### src/rtl/power_control.sv
// Power sequencing for the hood: debounces the power button, runs the
// OFF / ON_HOLD / ON / OFF_HOLD state machine, and auto-powers-off after
// an idle period in standby. All outputs come straight from flops.
module power_control #(
    parameter int unsigned DEBOUNCE_CYCLES = 1000000,
    parameter int unsigned ONE_SECOND      = 100000000,
    parameter int unsigned LONG_PRESS_S    = 3,
    parameter int unsigned IDLE_OFF_S      = 60
) (
    input  logic       clk,
    input  logic       reset,
    input  logic       power_btn,
    input  logic [2:0] mode,
    output logic       power_state,
    output logic       on_pulse,
    output logic       off_pulse,
    output logic [7:0] idle_secs_left
);

    localparam int unsigned HOLD_CYCLES = LONG_PRESS_S * ONE_SECOND;
    localparam int unsigned DEB_W  = (DEBOUNCE_CYCLES > 1) ? $clog2(DEBOUNCE_CYCLES) : 1;
    localparam int unsigned PRE_W  = (ONE_SECOND > 1) ? $clog2(ONE_SECOND) : 1;
    localparam int unsigned HOLD_W = (HOLD_CYCLES > 1) ? $clog2(HOLD_CYCLES) : 1;

    localparam logic [DEB_W-1:0]  DEB_LAST    = DEB_W'(DEBOUNCE_CYCLES - 1);
    localparam logic [PRE_W-1:0]  PRE_LAST    = PRE_W'(ONE_SECOND - 1);
    localparam logic [HOLD_W-1:0] HOLD_LAST   = HOLD_W'(HOLD_CYCLES - 1);
    localparam logic [7:0]        IDLE_RELOAD = 8'(IDLE_OFF_S);

    typedef enum logic [1:0] {
        StOff,
        StOnHold,
        StOn,
        StOffHold
    } state_e;

    state_e state_q, state_d;

    logic              sync_meta_q, sync_q;
    logic              btn_stable_q, btn_stable_d;
    logic              btn_stable_prev_q;
    logic [DEB_W-1:0]  deb_cnt_q, deb_cnt_d;
    logic [HOLD_W-1:0] hold_cnt_q, hold_cnt_d;
    logic [PRE_W-1:0]  presc_q, presc_d;
    logic [7:0]        secs_q, secs_d;
    logic              power_state_q, power_state_d;
    logic              on_pulse_q, on_pulse_d;
    logic              off_pulse_q, off_pulse_d;

    logic pressed;
    logic idle_reload;
    logic idle_expire;

    // Two-flop synchronizer for the raw button.
    always_ff @(posedge clk or negedge reset) begin
        if (!reset) begin
            sync_meta_q <= 1'b0;
            sync_q      <= 1'b0;
        end else begin
            sync_meta_q <= power_btn;
            sync_q      <= sync_meta_q;
        end
    end

    // Debounce: the stable level follows sync only after an unbroken run of disagreement.
    always_comb begin
        btn_stable_d = btn_stable_q;
        deb_cnt_d    = '0;
        if (sync_q != btn_stable_q) begin
            if (deb_cnt_q == DEB_LAST) begin
                btn_stable_d = sync_q;
            end else begin
                deb_cnt_d = deb_cnt_q + DEB_W'(1);
            end
        end
    end

    assign pressed = btn_stable_q & ~btn_stable_prev_q;

    // Next state, hold counter, idle timer and output strobes.
    always_comb begin
        state_d     = state_q;
        hold_cnt_d  = '0;
        presc_d     = presc_q;
        secs_d      = secs_q;
        idle_expire = 1'b0;

        // A held button keeps the idle timer reloaded, so idle expiry can never
        // coincide with a long press; a mode change on the wrap cycle wins too.
        idle_reload = (mode != 3'b000) | btn_stable_q | (state_q != StOn);

        if (idle_reload) begin
            presc_d = '0;
            secs_d  = IDLE_RELOAD;
        end else if (presc_q == PRE_LAST) begin
            presc_d = '0;
            if (secs_q != 8'd0) begin
                secs_d = secs_q - 8'd1;
            end
            idle_expire = (secs_q == 8'd1);
        end else begin
            presc_d = presc_q + PRE_W'(1);
        end

        unique case (state_q)
            StOff: begin
                if (pressed) begin
                    state_d = StOnHold;
                end
            end
            // Turn-on press must be released before it can count as a long press.
            StOnHold: begin
                if (!btn_stable_q) begin
                    state_d = StOn;
                end
            end
            StOn: begin
                if (btn_stable_q) begin
                    if (hold_cnt_q == HOLD_LAST) begin
                        state_d = StOffHold;
                    end else begin
                        hold_cnt_d = hold_cnt_q + HOLD_W'(1);
                    end
                end else if (idle_expire) begin
                    state_d = StOff;
                end
            end
            StOffHold: begin
                if (!btn_stable_q) begin
                    state_d = StOff;
                end
            end
            default: begin
                state_d = StOff;
            end
        endcase

        power_state_d = (state_d == StOnHold) || (state_d == StOn);
        on_pulse_d    = power_state_d & ~power_state_q;
        off_pulse_d   = ~power_state_d & power_state_q;
    end

    // State, counters and registered outputs.
    always_ff @(posedge clk or negedge reset) begin
        if (!reset) begin
            state_q           <= StOff;
            btn_stable_q      <= 1'b0;
            btn_stable_prev_q <= 1'b0;
            deb_cnt_q         <= '0;
            hold_cnt_q        <= '0;
            presc_q           <= '0;
            secs_q            <= IDLE_RELOAD;
            power_state_q     <= 1'b0;
            on_pulse_q        <= 1'b0;
            off_pulse_q       <= 1'b0;
        end else begin
            state_q           <= state_d;
            btn_stable_q      <= btn_stable_d;
            btn_stable_prev_q <= btn_stable_q;
            deb_cnt_q         <= deb_cnt_d;
            hold_cnt_q        <= hold_cnt_d;
            presc_q           <= presc_d;
            secs_q            <= secs_d;
            power_state_q     <= power_state_d;
            on_pulse_q        <= on_pulse_d;
            off_pulse_q       <= off_pulse_d;
        end
    end

    assign power_state    = power_state_q;
    assign on_pulse       = on_pulse_q;
    assign off_pulse      = off_pulse_q;
    assign idle_secs_left = secs_q;

endmodule

### config.mk
export PLATFORM = sky130hd
export DESIGN_NAME = power_control
export DESIGN_NICKNAME = d
export VERILOG_FILES = /design/src/rtl/power_control.sv
export SDC_FILE = /design/constraint.sdc
export NUM_CORES = 1
export LEC_CHECK = 0
export ABC_AREA = 1
export BUFFER_PORTS_ARGS = -buffer_cell sky130_fd_sc_hd__buf_2
export CORE_ASPECT_RATIO = 1.75
export CORE_UTILIZATION = 45
export DETAILED_ROUTE_END_ITERATION = 8
export PLACE_DENSITY = 0.63
export SETUP_SLACK_MARGIN = 0.05
export SYNTH_ARGS = -nofsm -noshare
export SYNTH_HDL_FRONTEND = slang
export SYNTH_SLANG_ARGS = --single-unit
### constraint.sdc
create_clock -name clk -period 2 [get_ports clk]
set_clock_uncertainty 0.2 [all_clocks]
set_input_delay 0.3 -clock clk [delete_from_list [all_inputs] [get_ports clk]]
set_output_delay 0.3 -clock clk [all_outputs]
set_load 0.02 [all_outputs]
# Word-level counts from Yosys, hierarchy flattened

Cells that the tools add are included.

Register bits after elaboration: 93
Input bits: 6
Output and inout bits: 11
Word-level logic and storage cells: 62

$add $sub $neg: 4
Equal/unequal tests: 11
Mux-type cells: 19
Bitwise operators: 8
Reductions and logical operators: 8

Operator list:

| cell                                             | number |
|---|---|
| 2-to-1 mux 29 bit                                | 3 |
| 2-to-1 mux 27 bit                                | 2 |
| 2-to-1 mux 20 bit                                | 2 |
| adder 29 x 1 -> 29 bit, second input constant    | 1 |
| == test 29 bit, second input constant            | 1 |
| adder 27 x 1 -> 27 bit, second input constant    | 1 |
| == test 27 bit, second input constant            | 1 |
| 2-to-1 mux 8 bit                                 | 3 |
| adder 20 x 1 -> 20 bit, second input constant    | 1 |
| == test 20 bit, second input constant            | 1 |
| 2-to-1 mux 2 bit                                 | 6 |
| == test 8 x 1 -> 1 bit, second input constant    | 1 |
| case mux 2 bit (4 select lines)                  | 1 |
| nonzero test 8 bit                               | 1 |
| subtractor 8 x 1 -> 8 bit, second input constant | 1 |
| == test 2 bit, second input constant             | 3 |
| == test 2 x 1 -> 1 bit, second input constant    | 2 |
| AND reduction 2 bit                              | 2 |
| nonzero test 2 bit                               | 2 |
| bitwise AND 1 bit                                | 3 |
| NOT 1 bit                                        | 3 |
| nonzero test 3 bit                               | 1 |
| logical NOT 2 bit                                | 1 |
| 2-to-1 mux 1 bit                                 | 2 |
| 4 further kinds                                  | 5 |

# Logic depth before layout (Yosys ltp)

Depth in word-level cells: 11
Mapped depth: 12
Mapped depth without buffers: 12

# Least setup slack after synthesis

Ideal clock, no wire load.

Kind: reg2reg
Start: reg presc_q[0]
End: reg secs_q[0] (netlist: idle_secs_left[0])
Library setup time: 0.135 ns
Data arrival time: 1.459 ns
Data required time: 1.665 ns
Setup slack: 0.206 ns
Stages on the path, launching flop included: 12
Path buffers: 1
Clock period less this slack: 1.794 ns
Cell sequence: dfrtp_1 > ha_1 > nand2_1 > nor2_4 > nand2_2 > nor2_2 > nand2_1 > nand2_4 > nand2_2 > buf_6 > nand2_1 > o21ai_0

Longest elaborated chain between the ends: 3

RTL lines:

| item                          | RTL line | text |
|---|---|---|
| start, declared               | 44       | `logic [PRE_W-1:0] presc_q, presc_d;` |
| start signal, assigned        | 162      | `presc_q <= presc_d;` |
| == test 27 bit                | 95       | `end else if (presc_q == PRE_LAST) begin` |
| nonzero test 2 bit (no line)  | --       |  |
| AND reduction 2 bit (no line) | --       |  |
| end signal, assigned          | 163      | `secs_q <= secs_d;` |
| end, declared                 | 45       | `logic [7:0] secs_q, secs_d;` |

No other way between the ends.
A chain may end at the register's enable or synchronous reset.

# Final worst setup path

Start: reg presc_q[1]
End: reg presc_q[18]

Longest elaborated chain between the ends: 3
Elaborated cells on any way between the ends: 4
Those cells by class: 1 x add/sub; 1 x eq/ne; 2 x mux

RTL lines:

| item                                                            | RTL line | text |
|---|---|---|
| adder 27 x 1 -> 27 bit / == test 27 bit (equally long branches) | 102, 95  |  |
| 2-to-1 mux 27 bit (*)                                           | 95       |  |
| 2-to-1 mux 27 bit (*)                                           | 92       | `if (idle_reload) begin` |
| named net presc_d[18]                                           | 44       |  |

Mark *: on every way through the listed nets, which the timed path passes. The rest lies on a longest branch.

==> qor.txt <==
CTS Buf Count: 9
Via count: 4,738
Reported max-cap violation count: 0
Clock transition at the register clock pins on the worst setup and hold paths after CTS: 60 ps
Final core utilization: 53.9%
First-pass GRT wire length: 21.6 mm
Largest net degree at the start of global routing: 32
Die Span X: 83.9 um
Most common flop cell mapped by yosys: dfrtp_1
Total die area: 0.0122 mm^2
Worst slew margin relative to its limit: 70.6%
Residual DRC: 2
Cell type group with the largest total delay on the critical path: simple AND/OR/NAND/NOR gates
Transition time of the tightest slew-check pin: 437 ps
F_max: 540 MHz
RSZ-0062 raised after global routing: yes
Post-DR vias/cell: 5.30
Worst-case vdd ir drop: 0.457 mV
Largest driver fanout on the critical path: 13
Instance count of the mapped netlist: 703
Number of standard-cell rows in the floorplan: 52
Count of endpoints failing hold in the final timing report: 0
Wire length reported by the detailed router: 12.5 mm
Worst Setup Path Type: reg -> reg
Gr usage total: 22.1%
Number of antenna repair diodes: 0
Initial standard-cell utilization of the core: 45.8%
Switching share of power: 21.5%
Setup violations, final: 0
Initial antenna violation count: 0
Avg Synthesized Cell Area: 7.51 um^2
Dpl hpwl: 9.57 mm
Kind of end point of the critical path: flop
Required time of the critical path: 2030 ps
Critical-path cell list: ha_4 > nand2_2 > nor2_4 > nand2_4 > nor2_4 > nand2_1 > nand2_4 > buf_6 > a21oi_1 > o21a_1
Number of antenna-violating nets in the routed design: 0
Flops & latches, synth: 93
Leakage power: 0.00275 uW
Chip Height: 145 um
Cell at the slowest stage of the critical path: dfrtp_1
Arrival time at the worst endpoint: 1880 ps
Buffer depth of the longest clock path: 2
Final max-slew violation count: 0
Synth Net Count: 715
DRT iter0 DRCs: 178
Delay of the slowest critical-path stage: 400 ps
Cell chosen for the clock root: clkbuf_16
# clock sinks: 93
Top area cells in the synthesized netlist: dfrtp_1, nor2_1, nand2_1
CTS tree: done
Global placer's final weighted congestion: 0.923
Final-stage net count: 766
Number of global-route vias before repair: 4,821
Proportion of power drawn by combinational gates: 3.5%
Tightest Hold Check Type: in -> reg
Launching element type of the critical path: flop
Netlist Area Pre-Place: 0.00528 mm^2
Count of flip-flops with a built-in enable after synthesis: 0
Core ar.: 0.0115 mm^2
PnR worst setup slack: 147 ps
Number of placed I/O pins: 17
Ys async rst share: 100%
H-tree levels: 3
Post-synth top area share: 42.2%
Initial DRT Pass Iterations: 6
Library cell occupying the most area in the post-synthesis netlist: dfrtp_1
Part of the cycle the worst path needs: 92.6%
Ratio of cells with drive above 1 in the final layout: 15.8%
Post-placement setup slack: -127 ps
Buffers and inverters on the worst path: 1
Worst hold slack: 136 ps
Result of the run: finished, violations left
Average wire length per cell after detail routing: 14.0 um
Distinct cells, synth: 42
I/O Buffers: 16
Clock network power share: 47.2%
Reported net switching power: 833 uW
Warning count from the yosys run: 0
Sum of negative setup slack: 0 ps
Seq pwr share: 49.2%
Pwr Density: 624 mW/mm^2
Internal Dissipation: 3040 uW
Clock Latency Late Sink: 340 ps
Sum of overflow across all layers after global routing: 0
Violations in the final reports: design-rule violations
Post-synthesis sequential area ratio: 44.2%
Final Critical Period: 1850 ps
Area overhead of the layout relative to synthesis: 17.6%
worst paths after layout:
path	from	endpoint	slack, ps	cells past startpoint
setup / recovery	presc_q[1]$_DFF_PN0_	presc_q[18]$_DFF_PN0_	150	10
hold / removal	mode[2]	presc_q[4]$_DFF_PN0_	140	4
setup reg to reg	presc_q[1]$_DFF_PN0_	presc_q[18]$_DFF_PN0_	150	10
hold reg to reg	sync_meta_q$_DFF_PN0_	sync_q$_DFF_PN0_	150	0
max in group asynchronous	reset	idle_secs_left[2]$_DFFE_PN1P_	780	3
min in group asynchronous	reset	hold_cnt_q[8]$_DFF_PN0_	240	2
through the flow:
stage / cells / total power (uW) / instance area, um^2
5_1_grt: 894 / 4020 / 6210
3_5_place_dp: 870 / 2080 / 5680
4_1_cts: 891 / 3920 / 6080
2_1_floorplan: 703 / 2000 / 5280
6_report: 894 / 3870 / 6210
3_3_place_gp: 870 / 2070 / 5680
synthesized netlist by cell type (2+ instances only):
master,count
buf_2,3
o21ai_1,3
nand3b_1,3
ha_1,6
inv_2,3
a31oi_1,4
a211oi_1,2
buf_4,2
nand3_1,45
nand3_4,2
nor4_1,7
nor2_4,2
nand2_2,8
nand4_1,12
o21a_1,2
nor3b_1,6
nor2_2,10
nor3_1,32
o21ai_0,14
nor2_1,143
and2_1,2
nand2_1,141
xor2_1,24
a21oi_1,23
buf_6,2
inv_1,89
dfrtp_1,89
dfstp_2,4
xnor2_1,7
layout make-up:
cell class                 instances  area [um^2]
fill                            1112         5310
multi-input combinational        510         2680
sequential                        93         2330
timing repair buffer              47          353
inverter                          93          353
clock buffer                       9          225
tap                              135          169
clock inverter                     7         98.8
routing by layer:
layer | track usage [%] | part of all wire, % | wire (um) | up-vias
met3 | 3.75 | 2.5 | 310 | 48
met1 | 23.5 | 38 | 4770 | 2244
met4 | 11.5 | 4.5 | 559 | 0
met2 | 41.1 | 55 | 6900 | 107
met5 | 0 | 0 | 0 | -
li1 | - | - | - | 2339
cell families (layout without fill, tap and decap cells):
family                     count (synthesis)  count (layout)  share of synthesized area, %
buffers and inverters                    100             156                          7.63
and+or+nand+nor                          421             421                          36.2
DFF                                       93              93                          44.2
adders and majority gates                  6               6                          1.42
xor gates and xnor gates                  31              31                          5.14
AOI/OAI and AO/OA                         52              52                          5.45
cells in the final DEF (no fill, tap or decap), drive strengths merged, types with 4 or more instances in the layout:
cell | netlist | final
a31oi | 4 | 4
nand3 | 48 | 48
xnor2 | 7 | 7
clkbuf | 0 | 9
nand2 | 150 | 150
nor3b | 6 | 6
inv | 92 | 93
nor2 | 155 | 155
a21oi | 24 | 24
dfstp | 4 | 4
ha | 6 | 6
nand4 | 14 | 14
o21ai | 18 | 18
dfrtp | 89 | 89
buf | 7 | 45
clkinv | 1 | 4
xor2 | 24 | 24
nor4 | 8 | 8
nor3 | 33 | 33
flip-flops by register name, indices dropped and copies added (netlist names):
register and cells:
sync_q 1, idle_secs_left 8, state_q 2, deb_cnt_q 20, off_pulse 1, sync_meta_q 1, btn_stable_q 1, hold_cnt_q 29
on_pulse 1, btn_stable_prev_q 1, power_state 1, presc_q 27
worst reg2reg max path, cell delays in order (launching register included):
cell and delay (ps):
dfrtp_1 400, ha_4 160, nand2_2 70, nor2_4 140, nand2_4 100, nor2_4 130, nand2_1 100, nand2_4 100
buf_6 160, a21oi_1 70, o21a_1 120
power groups by stage:
stage / registers, uW / logic (uW) / clock network, uW
global placement: 1940 / 132 / 0
global route: 1910 / 158 / 1950
floorplan: 1950 / 55.2 / 0
finish: 1910 / 137 / 1830
CTS: 1910 / 139 / 1870
detailed placement: 1940 / 134 / 0
what timing repair did:
item	CTS	global route
hold buffers	2	0
gates resized for setup	8	28
endpoints found under the hold margin	22	0
setup buffers	3	3
pin swaps	2	4
setup endpoints to repair	5	50
No activity file was read; power rests on OpenSTA's default activity.
